### src/rtl/aes_selftest_seq.sv
// AES-over-SPI built-in self-test sequencer. It runs an encrypt/decrypt round-trip
// through SPI_Main for each of three FIPS-197 known-answer vectors.
module aes_selftest_seq #(
    parameter int GAP_CYCLES     = 80,
    parameter int RX_GAP_CYCLES  = 70,
    parameter int TIMEOUT_CYCLES = 8192,
    parameter int CHECK_CT       = 1
) (
    input  logic         clk,
    input  logic         rst_n,
    input  logic         start,
    input  logic         mode,
    input  logic [1:0]   vec_sel,
    input  logic         spi_done,
    input  logic [0:127] spi_rx,
    output logic         spi_start,
    output logic         spi_sel,
    output logic [0:257] spi_tx,
    output logic         busy,
    output logic         pass,
    output logic         fail,
    output logic [2:0]   fail_code,
    output logic [1:0]   fail_vec,
    output logic [1:0]   vec_pass_cnt
);
    localparam logic [3:0] S_IDLE   = 4'd0;
    localparam logic [3:0] S_KEY    = 4'd1;
    localparam logic [3:0] S_KEY_W  = 4'd2;
    localparam logic [3:0] S_GAP_D  = 4'd3;
    localparam logic [3:0] S_DATA   = 4'd4;
    localparam logic [3:0] S_DATA_W = 4'd5;
    localparam logic [3:0] S_GAP_R  = 4'd6;
    localparam logic [3:0] S_RX     = 4'd7;
    localparam logic [3:0] S_RX_W   = 4'd8;
    localparam logic [3:0] S_CHECK  = 4'd9;
    localparam logic [3:0] S_NEXT   = 4'd10;

    localparam logic [2:0] FC_NONE    = 3'd0;
    localparam logic [2:0] FC_BAD_VEC = 3'd1;
    localparam logic [2:0] FC_TIMEOUT = 3'd2;
    localparam logic [2:0] FC_CT      = 3'd3;
    localparam logic [2:0] FC_PT      = 3'd4;

    // Gap counters stop two short: one edge to enter the issue state, one to raise spi_start.
    localparam logic [15:0] DATA_GAP_LAST = 16'(GAP_CYCLES - 2);
    localparam logic [15:0] RX_GAP_LAST   = 16'(RX_GAP_CYCLES - 2);
    localparam logic [15:0] NEXT_GAP_LAST = 16'(GAP_CYCLES - 1);
    localparam logic [15:0] TIMEOUT_LAST  = 16'(TIMEOUT_CYCLES - 1);

    localparam logic [127:0] PLAINTEXT = 128'h00112233445566778899aabbccddeeff;

    logic [3:0]   r_state;
    logic [1:0]   r_idx;
    logic         r_phase;
    logic         r_mode;
    logic [15:0]  r_cnt;
    logic         r_done_prev;
    logic [127:0] r_rx;
    logic [127:0] r_ct;
    logic [257:0] r_tx;
    logic         r_spi_start;
    logic         r_busy;
    logic         r_pass;
    logic         r_fail;
    logic [2:0]   r_fail_code;
    logic [1:0]   r_fail_vec;
    logic [1:0]   r_vec_pass_cnt;

    logic [255:0] w_key_full;
    logic [255:0] w_key;
    logic [127:0] w_exp_ct;
    logic         w_done_edge;
    logic         w_abort;
    logic [2:0]   w_abort_code;

    // Key bytes count up from 00; shorter keys are the leading bytes of the 32-byte one.
    genvar gi;
    generate
        for (gi = 0; gi < 32; gi++) begin : g_key_byte
            assign w_key_full[8*(31-gi) +: 8] = 8'(gi);
        end
    endgenerate

    always_comb begin
        w_key    = w_key_full;
        w_exp_ct = 128'h8ea2b7ca516745bfeafc49904b496089;
        case (r_idx)
            2'd0: begin
                w_key    = {128'b0, w_key_full[255:128]};
                w_exp_ct = 128'h69c4e0d86a7b0430d8cdb78070b4c55a;
            end
            2'd1: begin
                w_key    = {64'b0, w_key_full[255:64]};
                w_exp_ct = 128'hdda97ca4864cdfe06eaf70a0ec0d7191;
            end
            default: ;
        endcase
    end

    assign w_done_edge = spi_done & ~r_done_prev;

    // A done edge on the final timeout cycle wins over the timeout.
    always_comb begin
        w_abort      = 1'b0;
        w_abort_code = FC_NONE;
        case (r_state)
            S_KEY_W, S_DATA_W, S_RX_W: begin
                if (!w_done_edge && (r_cnt == TIMEOUT_LAST)) begin
                    w_abort      = 1'b1;
                    w_abort_code = FC_TIMEOUT;
                end
            end
            S_CHECK: begin
                if (!r_phase && (CHECK_CT != 0) && (r_rx != w_exp_ct)) begin
                    w_abort      = 1'b1;
                    w_abort_code = FC_CT;
                end else if (r_phase && (r_rx != PLAINTEXT)) begin
                    w_abort      = 1'b1;
                    w_abort_code = FC_PT;
                end
            end
            default: ;
        endcase
    end

    always_ff @(posedge clk or negedge rst_n) begin
        if (!rst_n) begin
            r_state        <= S_IDLE;
            r_idx          <= 2'd0;
            r_phase        <= 1'b0;
            r_mode         <= 1'b0;
            r_cnt          <= 16'd0;
            r_done_prev    <= 1'b0;
            r_rx           <= '0;
            r_ct           <= '0;
            r_tx           <= '0;
            r_spi_start    <= 1'b0;
            r_busy         <= 1'b0;
            r_pass         <= 1'b0;
            r_fail         <= 1'b0;
            r_fail_code    <= FC_NONE;
            r_fail_vec     <= 2'd0;
            r_vec_pass_cnt <= 2'd0;
        end else begin
            r_done_prev <= spi_done;
            r_spi_start <= 1'b0;
            if (w_abort) begin
                r_fail      <= 1'b1;
                r_fail_code <= w_abort_code;
                r_fail_vec  <= r_idx;
                r_busy      <= 1'b0;
                r_phase     <= 1'b0;
                r_cnt       <= 16'd0;
                r_state     <= S_IDLE;
            end else begin
                case (r_state)
                    S_IDLE: begin
                        if (start) begin
                            r_pass         <= 1'b0;
                            r_fail         <= 1'b0;
                            r_fail_code    <= FC_NONE;
                            r_fail_vec     <= 2'd0;
                            r_vec_pass_cnt <= 2'd0;
                            r_phase        <= 1'b0;
                            r_mode         <= mode;
                            r_cnt          <= 16'd0;
                            if (!mode && (vec_sel == 2'd3)) begin
                                r_fail      <= 1'b1;
                                r_fail_code <= FC_BAD_VEC;
                                r_fail_vec  <= vec_sel;
                            end else begin
                                r_idx   <= mode ? 2'd0 : vec_sel;
                                r_busy  <= 1'b1;
                                r_state <= S_KEY;
                            end
                        end
                    end
                    S_KEY: begin
                        r_tx        <= {r_idx, w_key};
                        r_spi_start <= 1'b1;
                        r_cnt       <= 16'd0;
                        r_state     <= S_KEY_W;
                    end
                    S_KEY_W: begin
                        if (w_done_edge) begin
                            r_cnt   <= 16'd0;
                            r_state <= S_GAP_D;
                        end else begin
                            r_cnt <= r_cnt + 16'd1;
                        end
                    end
                    S_GAP_D: begin
                        if (r_cnt == DATA_GAP_LAST) begin
                            r_cnt   <= 16'd0;
                            r_state <= S_DATA;
                        end else begin
                            r_cnt <= r_cnt + 16'd1;
                        end
                    end
                    S_DATA: begin
                        r_tx        <= {130'b0, (r_phase ? r_ct : PLAINTEXT)};
                        r_spi_start <= 1'b1;
                        r_cnt       <= 16'd0;
                        r_state     <= S_DATA_W;
                    end
                    S_DATA_W: begin
                        if (w_done_edge) begin
                            r_cnt   <= 16'd0;
                            r_state <= S_GAP_R;
                        end else begin
                            r_cnt <= r_cnt + 16'd1;
                        end
                    end
                    S_GAP_R: begin
                        if (r_cnt == RX_GAP_LAST) begin
                            r_cnt   <= 16'd0;
                            r_state <= S_RX;
                        end else begin
                            r_cnt <= r_cnt + 16'd1;
                        end
                    end
                    // The receive frame re-sends whatever spi_tx already holds.
                    S_RX: begin
                        r_spi_start <= 1'b1;
                        r_cnt       <= 16'd0;
                        r_state     <= S_RX_W;
                    end
                    S_RX_W: begin
                        if (w_done_edge) begin
                            r_rx    <= spi_rx;
                            r_cnt   <= 16'd0;
                            r_state <= S_CHECK;
                        end else begin
                            r_cnt <= r_cnt + 16'd1;
                        end
                    end
                    S_CHECK: begin
                        if (!r_phase) begin
                            r_ct    <= r_rx;
                            r_phase <= 1'b1;
                            r_state <= S_KEY;
                        end else begin
                            r_vec_pass_cnt <= r_vec_pass_cnt + 2'd1;
                            r_phase        <= 1'b0;
                            r_cnt          <= 16'd0;
                            r_state        <= S_NEXT;
                        end
                    end
                    S_NEXT: begin
                        if (r_mode && (r_idx < 2'd2)) begin
                            if (r_cnt == NEXT_GAP_LAST) begin
                                r_idx   <= r_idx + 2'd1;
                                r_phase <= 1'b0;
                                r_cnt   <= 16'd0;
                                r_state <= S_KEY;
                            end else begin
                                r_cnt <= r_cnt + 16'd1;
                            end
                        end else begin
                            r_pass  <= 1'b1;
                            r_busy  <= 1'b0;
                            r_state <= S_IDLE;
                        end
                    end
                    default: r_state <= S_IDLE;
                endcase
            end
        end
    end

    assign spi_start    = r_spi_start;
    assign spi_sel      = r_phase;
    assign spi_tx       = r_tx;
    assign busy         = r_busy;
    assign pass         = r_pass;
    assign fail         = r_fail;
    assign fail_code    = r_fail_code;
    assign fail_vec     = r_fail_vec;
    assign vec_pass_cnt = r_vec_pass_cnt;

endmodule

### config.mk
export PLATFORM = sky130hd
export DESIGN_NAME = aes_selftest_seq
export DESIGN_NICKNAME = d
export VERILOG_FILES = /design/src/rtl/aes_selftest_seq.sv
export SDC_FILE = /design/constraint.sdc
export NUM_CORES = 1
export LEC_CHECK = 0
export CORE_UTILIZATION = 35
export DETAILED_ROUTE_END_ITERATION = 8
export SLEW_MARGIN = 20
export SYNTH_ARGS = -nofsm -noshare
export SYNTH_HDL_FRONTEND = slang
export SYNTH_SLANG_ARGS = --single-unit
### constraint.sdc
create_clock -name clk -period 4.2 [get_ports clk]
set_input_delay 1.05 -clock clk [delete_from_list [all_inputs] [get_ports clk]]
set_output_delay 1.05 -clock clk [all_outputs]
set_load 0.005 [all_outputs]
# After elaboration in Yosys (flattened, before gate mapping)
# Cells that the tools add are included.
[totals] regBits=550 output_inout_bits=270
[classes] addsub=3 magnitude_cmp=1 eq_ne=36 n_mux=69 bitwise=4 reduce_logical=32
[op_table] op="258-bit case mux with 2 select lines" n=1
[op_table] op="241-bit case mux with 2 select lines" n=1
[op_table] op="128-bit case mux with 2 select lines" n=1
[op_table] op="128-bit 2-to-1 mux" n=1
[op_table] op="16-bit 2-to-1 mux" n=8
[op_table] op="128-bit by 117-bit inequality test with 1-bit output (second input constant)" n=1
[op_table] op="128-bit inequality test" n=1
[op_table] op="16-bit case mux with 7 select lines" n=1
[op_table] op="16-bit by 7-bit equality test with 1-bit output (second input constant)" n=3
[op_table] op="4-bit 2-to-1 mux" n=11
[op_table] op="4-bit case mux with 11 select lines" n=1
[op_table] op="3-bit inequality test (second input constant)" n=11
[op_table] op="2-bit 2-to-1 mux" n=12
[op_table] op="1-bit 2-to-1 mux" n=20
[op_table] op="4-bit AND reduction" n=5
[op_table] op="16-bit by 1-bit adder with 16-bit output (second input constant)" n=1
[op_table] op="16-bit by 13-bit equality test with 1-bit output (second input constant)" n=1
[op_table] op="4-bit by 3-bit equality test with 1-bit output (second input constant)" n=4
[op_table] op="3-bit 2-to-1 mux" n=5
[op_table] op="4-bit equality test (second input constant)" n=3
[op_table] op="2-bit inequality test (second input constant)" n=6
[op_table] op="2-bit nonzero test" n=5
[op_table] op="3-bit AND reduction" n=3
[op_table] op="4-bit by 2-bit equality test with 1-bit output (second input constant)" n=2
[op_table] op="other kinds (23)" n=37

# Longest topological paths before layout
[depth] ltp_word=8 ltp_mapped=14 depth_no_buf=9

# Worst setup path before layout
# No wires, ideal clock.
[synth_path] kind="register -> register" from="register r_idx[0]" to="register r_fail (netlist: fail)" setup_time_ps=124 arrival_time_ps=3114 slack_ps=962 stages_incl_launch_ff=13 n_path_buf=3 synth_period_minus_slack_ps=3238 cell_sequence="dfrtp_1 -> inv_1 -> ha_1 -> clkbuf_1 -> or2_1 -> clkbuf_1 -> mux2_2 -> a2111oi_0 -> nand4_1 -> o21a_1 -> or3_1 -> clkbuf_1 -> a211o_1"
[synth_via] elab_chain_cells=8
[synth_lines] item="start: declaration" line="53" rtl="logic [1:0] r_idx;"
[synth_lines] item="start signal: assignment" line="172" rtl="r_idx <= mode ? 2'd0 : vec_sel;"
[synth_lines] item="start signal: assignment" line="252" rtl="r_idx <= r_idx + 2'd1;"
[synth_lines] item="2-bit by 1-bit equality test with 1-bit output / 2-bit zero test (equally long branches)" line="87" rtl="case (r_idx)"
[synth_lines] item="128-bit case mux with 2 select lines *" line="87"
[synth_lines] item="128-bit inequality test *" line="114" rtl="if (!r_phase && (CHECK_CT != 0) && (r_rx != w_exp_ct)) begin"
[synth_lines] item="1-bit logical AND *" line="114"
[synth_lines] item="1-bit 2-to-1 mux *" line="114"
[synth_lines] item="1-bit case mux with 2 select lines *" line="106" rtl="case (r_state)"
[synth_lines] item="2-bit nonzero test (no source line)"
[synth_lines] item="2-bit AND reduction (no source line)"
[synth_lines] item="end signal: assignment" line="140" rtl="r_fail <= 1'b0;"
[synth_lines] item="end signal: assignment" line="148" rtl="r_fail <= 1'b1;"
[synth_lines] item="end signal: assignment" line="160" rtl="r_fail <= 1'b0;"
[synth_lines] item="end: declaration" line="64" rtl="logic r_fail;"
# Every way passes the cells marked *; elsewhere a longest branch is shown, timed or not.
# A chain may end at the register's enable or synchronous reset.

# Worst setup path in the final report
[layout_path] from="register r_idx[1]" to="register r_ct[122]"
[layout_via] elab_chain_cells=8
[layout_lines] item="2-bit by 1-bit equality test with 1-bit output / 2-bit zero test (equally long branches)" line="87"
[layout_lines] item="128-bit case mux with 2 select lines *" line="87"
[layout_lines] item="128-bit inequality test *" line="114"
[layout_lines] item="1-bit logical AND *" line="114"
[layout_lines] item="1-bit 2-to-1 mux *" line="114"
[layout_lines] item="1-bit case mux with 2 select lines *" line="106"
[layout_lines] item="1-bit NOT (no source line) *"
[layout_lines] item="3-bit AND reduction (no source line) *"
[layout_lines] item="end signal: assignment" line="239" rtl="r_ct <= r_rx;"
[layout_lines] item="end: declaration" line="59" rtl="logic [127:0] r_ct;"
# Marks and branches as above.

==> reports/qor.csv <==
metric,value,unit
Syn-to-layout area delta,26.9,%
Remaining DRCs,2,
count of different cell masters after synthesis,65,
vias post-DR,12873,
first-pass GRT wire length,75500,um
Inserted Clock Buffers,46,
worst setup path startpoint,r_idx[1],
Power Density,631,mW/mm^2
share of layout cells above drive strength 1,13.0,%
Max Freq,276,MHz
Pleak,10.6,nW
"slowest stage cell, crit path",or4_1,
final hold violation count,0,
endpoints failing setup,0,
hold_ws,445,ps
Die Height,230,um
max incr delay on CP,580,ps
cts hold-fix bufs,0,
"Remaining Overflow, GRT",0,
Port Buffer Count,308,
final WL,48800,um
worst min path class,flop to flop,
via density per instance,4.95,
setup_tns,0,ps
routed length per instance,18.8,um
RSZ-0062 raised after global routing,no,
top_reg_cell synth,dfrtp_1,
Synth area leader,dfrtp_1,
period utilization,86.3,%
TritonRoute pass-1 iters,6,
CP Class,flop to flop,
Simple-Gate Fraction of Synth Area,14.1,%
multiplexer area fraction after synthesis,8.24,%
mapped cell area,0.0181,sq mm
gr usage total,18.3,%
Synth top area share,58.5,%
Max VDD drop,0.325,mV
"Seq/Total Area, Yosys",58.5,%
post-synthesis xor/xnor area fraction,0.0966,%
CP Capture Type,flop,
largest cells by area after synthesis,"dfrtp_1, mux2_2, buf_4",
Worst EP arrival,4140,ps
hpwl dp,34000,um
DRC marker count from the first detailed-route iteration,1042,
top-count cell post-synth,dfrtp_1,
initial antenna violation count,1,
post-synthesis compound-gate area fraction,10.1,%
Cells after Synth,1621,
Longest Clk Path Bufs,3,
Max Fanout on Critical Path,73,
Worst Tran Pin Value,962,ps
status,"complete, but fails checks",
die width,230,um
R2R Path Start,r_idx[1],
crit path cell chain,"inv_1, ha_1, or4_1, o22a_1, a2111oi_2, nand4_1, or3_4, buf_4, nand2b_1, nand2_1",
synth warn,0,
post-route ant nets,0,
Clock Skew,26.6,ps
Critical Path RT,4710,ps
"CTS clk-pin slew, worst paths",70,ps
routability cong.,0.843,
Post-synth EDFFs,0,
top post-synthesis cells by count,"dfrtp_1, nand2_1, mux2_2",
Synth Area per Inst,11.2,sq um
clk sinks,424,
violated checks,design-rule violations,
Starting Density,35.4,%
relative slew slack,35.7,%
min cycle time layout,3630,ps
CTS tree,yes,
Synth Register Bits,424,
worst-skew pair later-pin latency,590,ps
H-tree levels,2,
largest family of logic cells by synthesized area,simple AND/OR/NAND/NOR gates,
adder-cell share of the synthesized area,0.414,%
vias in the first global route,12676,
post-synthesis async set-or-reset flop share,100,%
Startpoint Class,flop,
Core Box Area,0.0513,sq mm
"Gates resized, CTS repair",0,
hold path start,r_ct[55],
largest net degree at the start of global routing,119,
Final #Nets,2025,
FP Rows,83,
I/O pin cnt,405,
Slew Limit Fails,0,
"Setup Fix Bufs, Post-CTS",0,
Clk Tree Root Cell,clkbuf_16,
DIE AREA,0.0527,sq mm
Max-Cap Viols,0,
Ant. Diodes,0,
-- report_power, final --
part | internal [mW] | total, mW | switching, mW
sequential | 5.12 | 6.11 | 0.990
combinational | 2.16 | 4.15 | 1.99
clock | 2.55 | 4.27 | 1.72
total | 9.83 | 14.5 | 4.70
-- worst max-delay path, delay by kind of cell (launching register included) --
| family | cells | cell delay [ps] |
|---|---|---|
| AO/OA/AOI/OAI | 2 | 560 |
| adder cells (fa/ha/maj) | 1 | 370 |
| buffers and inverters | 2 | 490 |
| flip-flops | 1 | 350 |
| AND/OR/NAND/NOR | 5 | 1740 |
-- cell families after synthesis --
group | after synthesis
multiplexers | 133
AND/OR/NAND/NOR | 512
other | 1
buffers and inverters | 265
AO/OA/AOI/OAI | 278
flip-flops | 424
adder cells (fa/ha/maj) | 6
XOR/XNOR | 2
-- worst paths after layout --
path	cells after the start	endpoint	slack, ps
min in group asynchronous	1	spi_tx[138]	490
max in group asynchronous	2	r_rx[83]	2640
hold / removal	2	r_ct[55]	440
hold reg to reg	2	r_ct[55]	440
setup / recovery	10	r_ct[122]	570
setup reg to reg	10	r_ct[122]	570
-- per-stage QoR --
step	power, mW	setup slack [ps]	std cells	instance area [sq um]	util (%)
2_1_floorplan	8.28	962	1716	18500	-
3_3_place_gp	10.2	735	2516	21400	41.7
3_5_place_dp	10.3	589	2516	21400	41.7
4_1_cts	14.7	567	2600	23000	44.9
5_1_grt	15.3	323	2600	23000	44.9
6_report	14.5	574	2600	23000	44.9
-- final cells by class --
cell class | instances | area [sq um]
flip-flops and latches | 424 | 10600
repair buffers | 338 | 3380
inverters | 47 | 176
well taps | 680 | 851
multi-input cells | 1027 | 6380
clock buffers | 67 | 1380
clock inverters | 17 | 241
fillers | 4742 | 28300
-- registers in the layout, summed over array words and instances (netlist names) --
name / cells
r_rx: 128
fail_code: 3
r_mode: 1
vec_pass_cnt: 2
busy: 1
r_done_prev: 1
spi_start: 1
fail_vec: 2
pass: 1
fail: 1
spi_tx: 132
r_cnt: 16
r_idx: 2
spi_sel: 1
r_ct: 128
r_state: 4
-- cell usage in the layout (no fill, tap or decap), types with 25 or more instances in the layout --
cell type,Yosys,final
nand2_1,236,234
buf_4,127,25
mux2_2,130,130
clkdlybuf4s50_1,0,307
dfrtp_1,424,424
a21oi_1,80,79
conb_1,1,96
nand3_1,39,39
nor2_1,48,47
o21ai_0,54,54
a31oi_1,28,28
clkbuf_16,0,46
inv_1,47,47
a22o_1,41,41
-- routing by layer --
metal  routed length, um  share of wire (%)  vias up  track usage (%)
met5                  17              0.035        -                0
met4                 961                2.0        2             4.54
met3                2710                5.6       62             3.73
met2               22800                 47      401             29.1
met1               22300                 46     6441             25.5
li1                    -                  -     5967                -
Power figures use the tool's default switching activity.
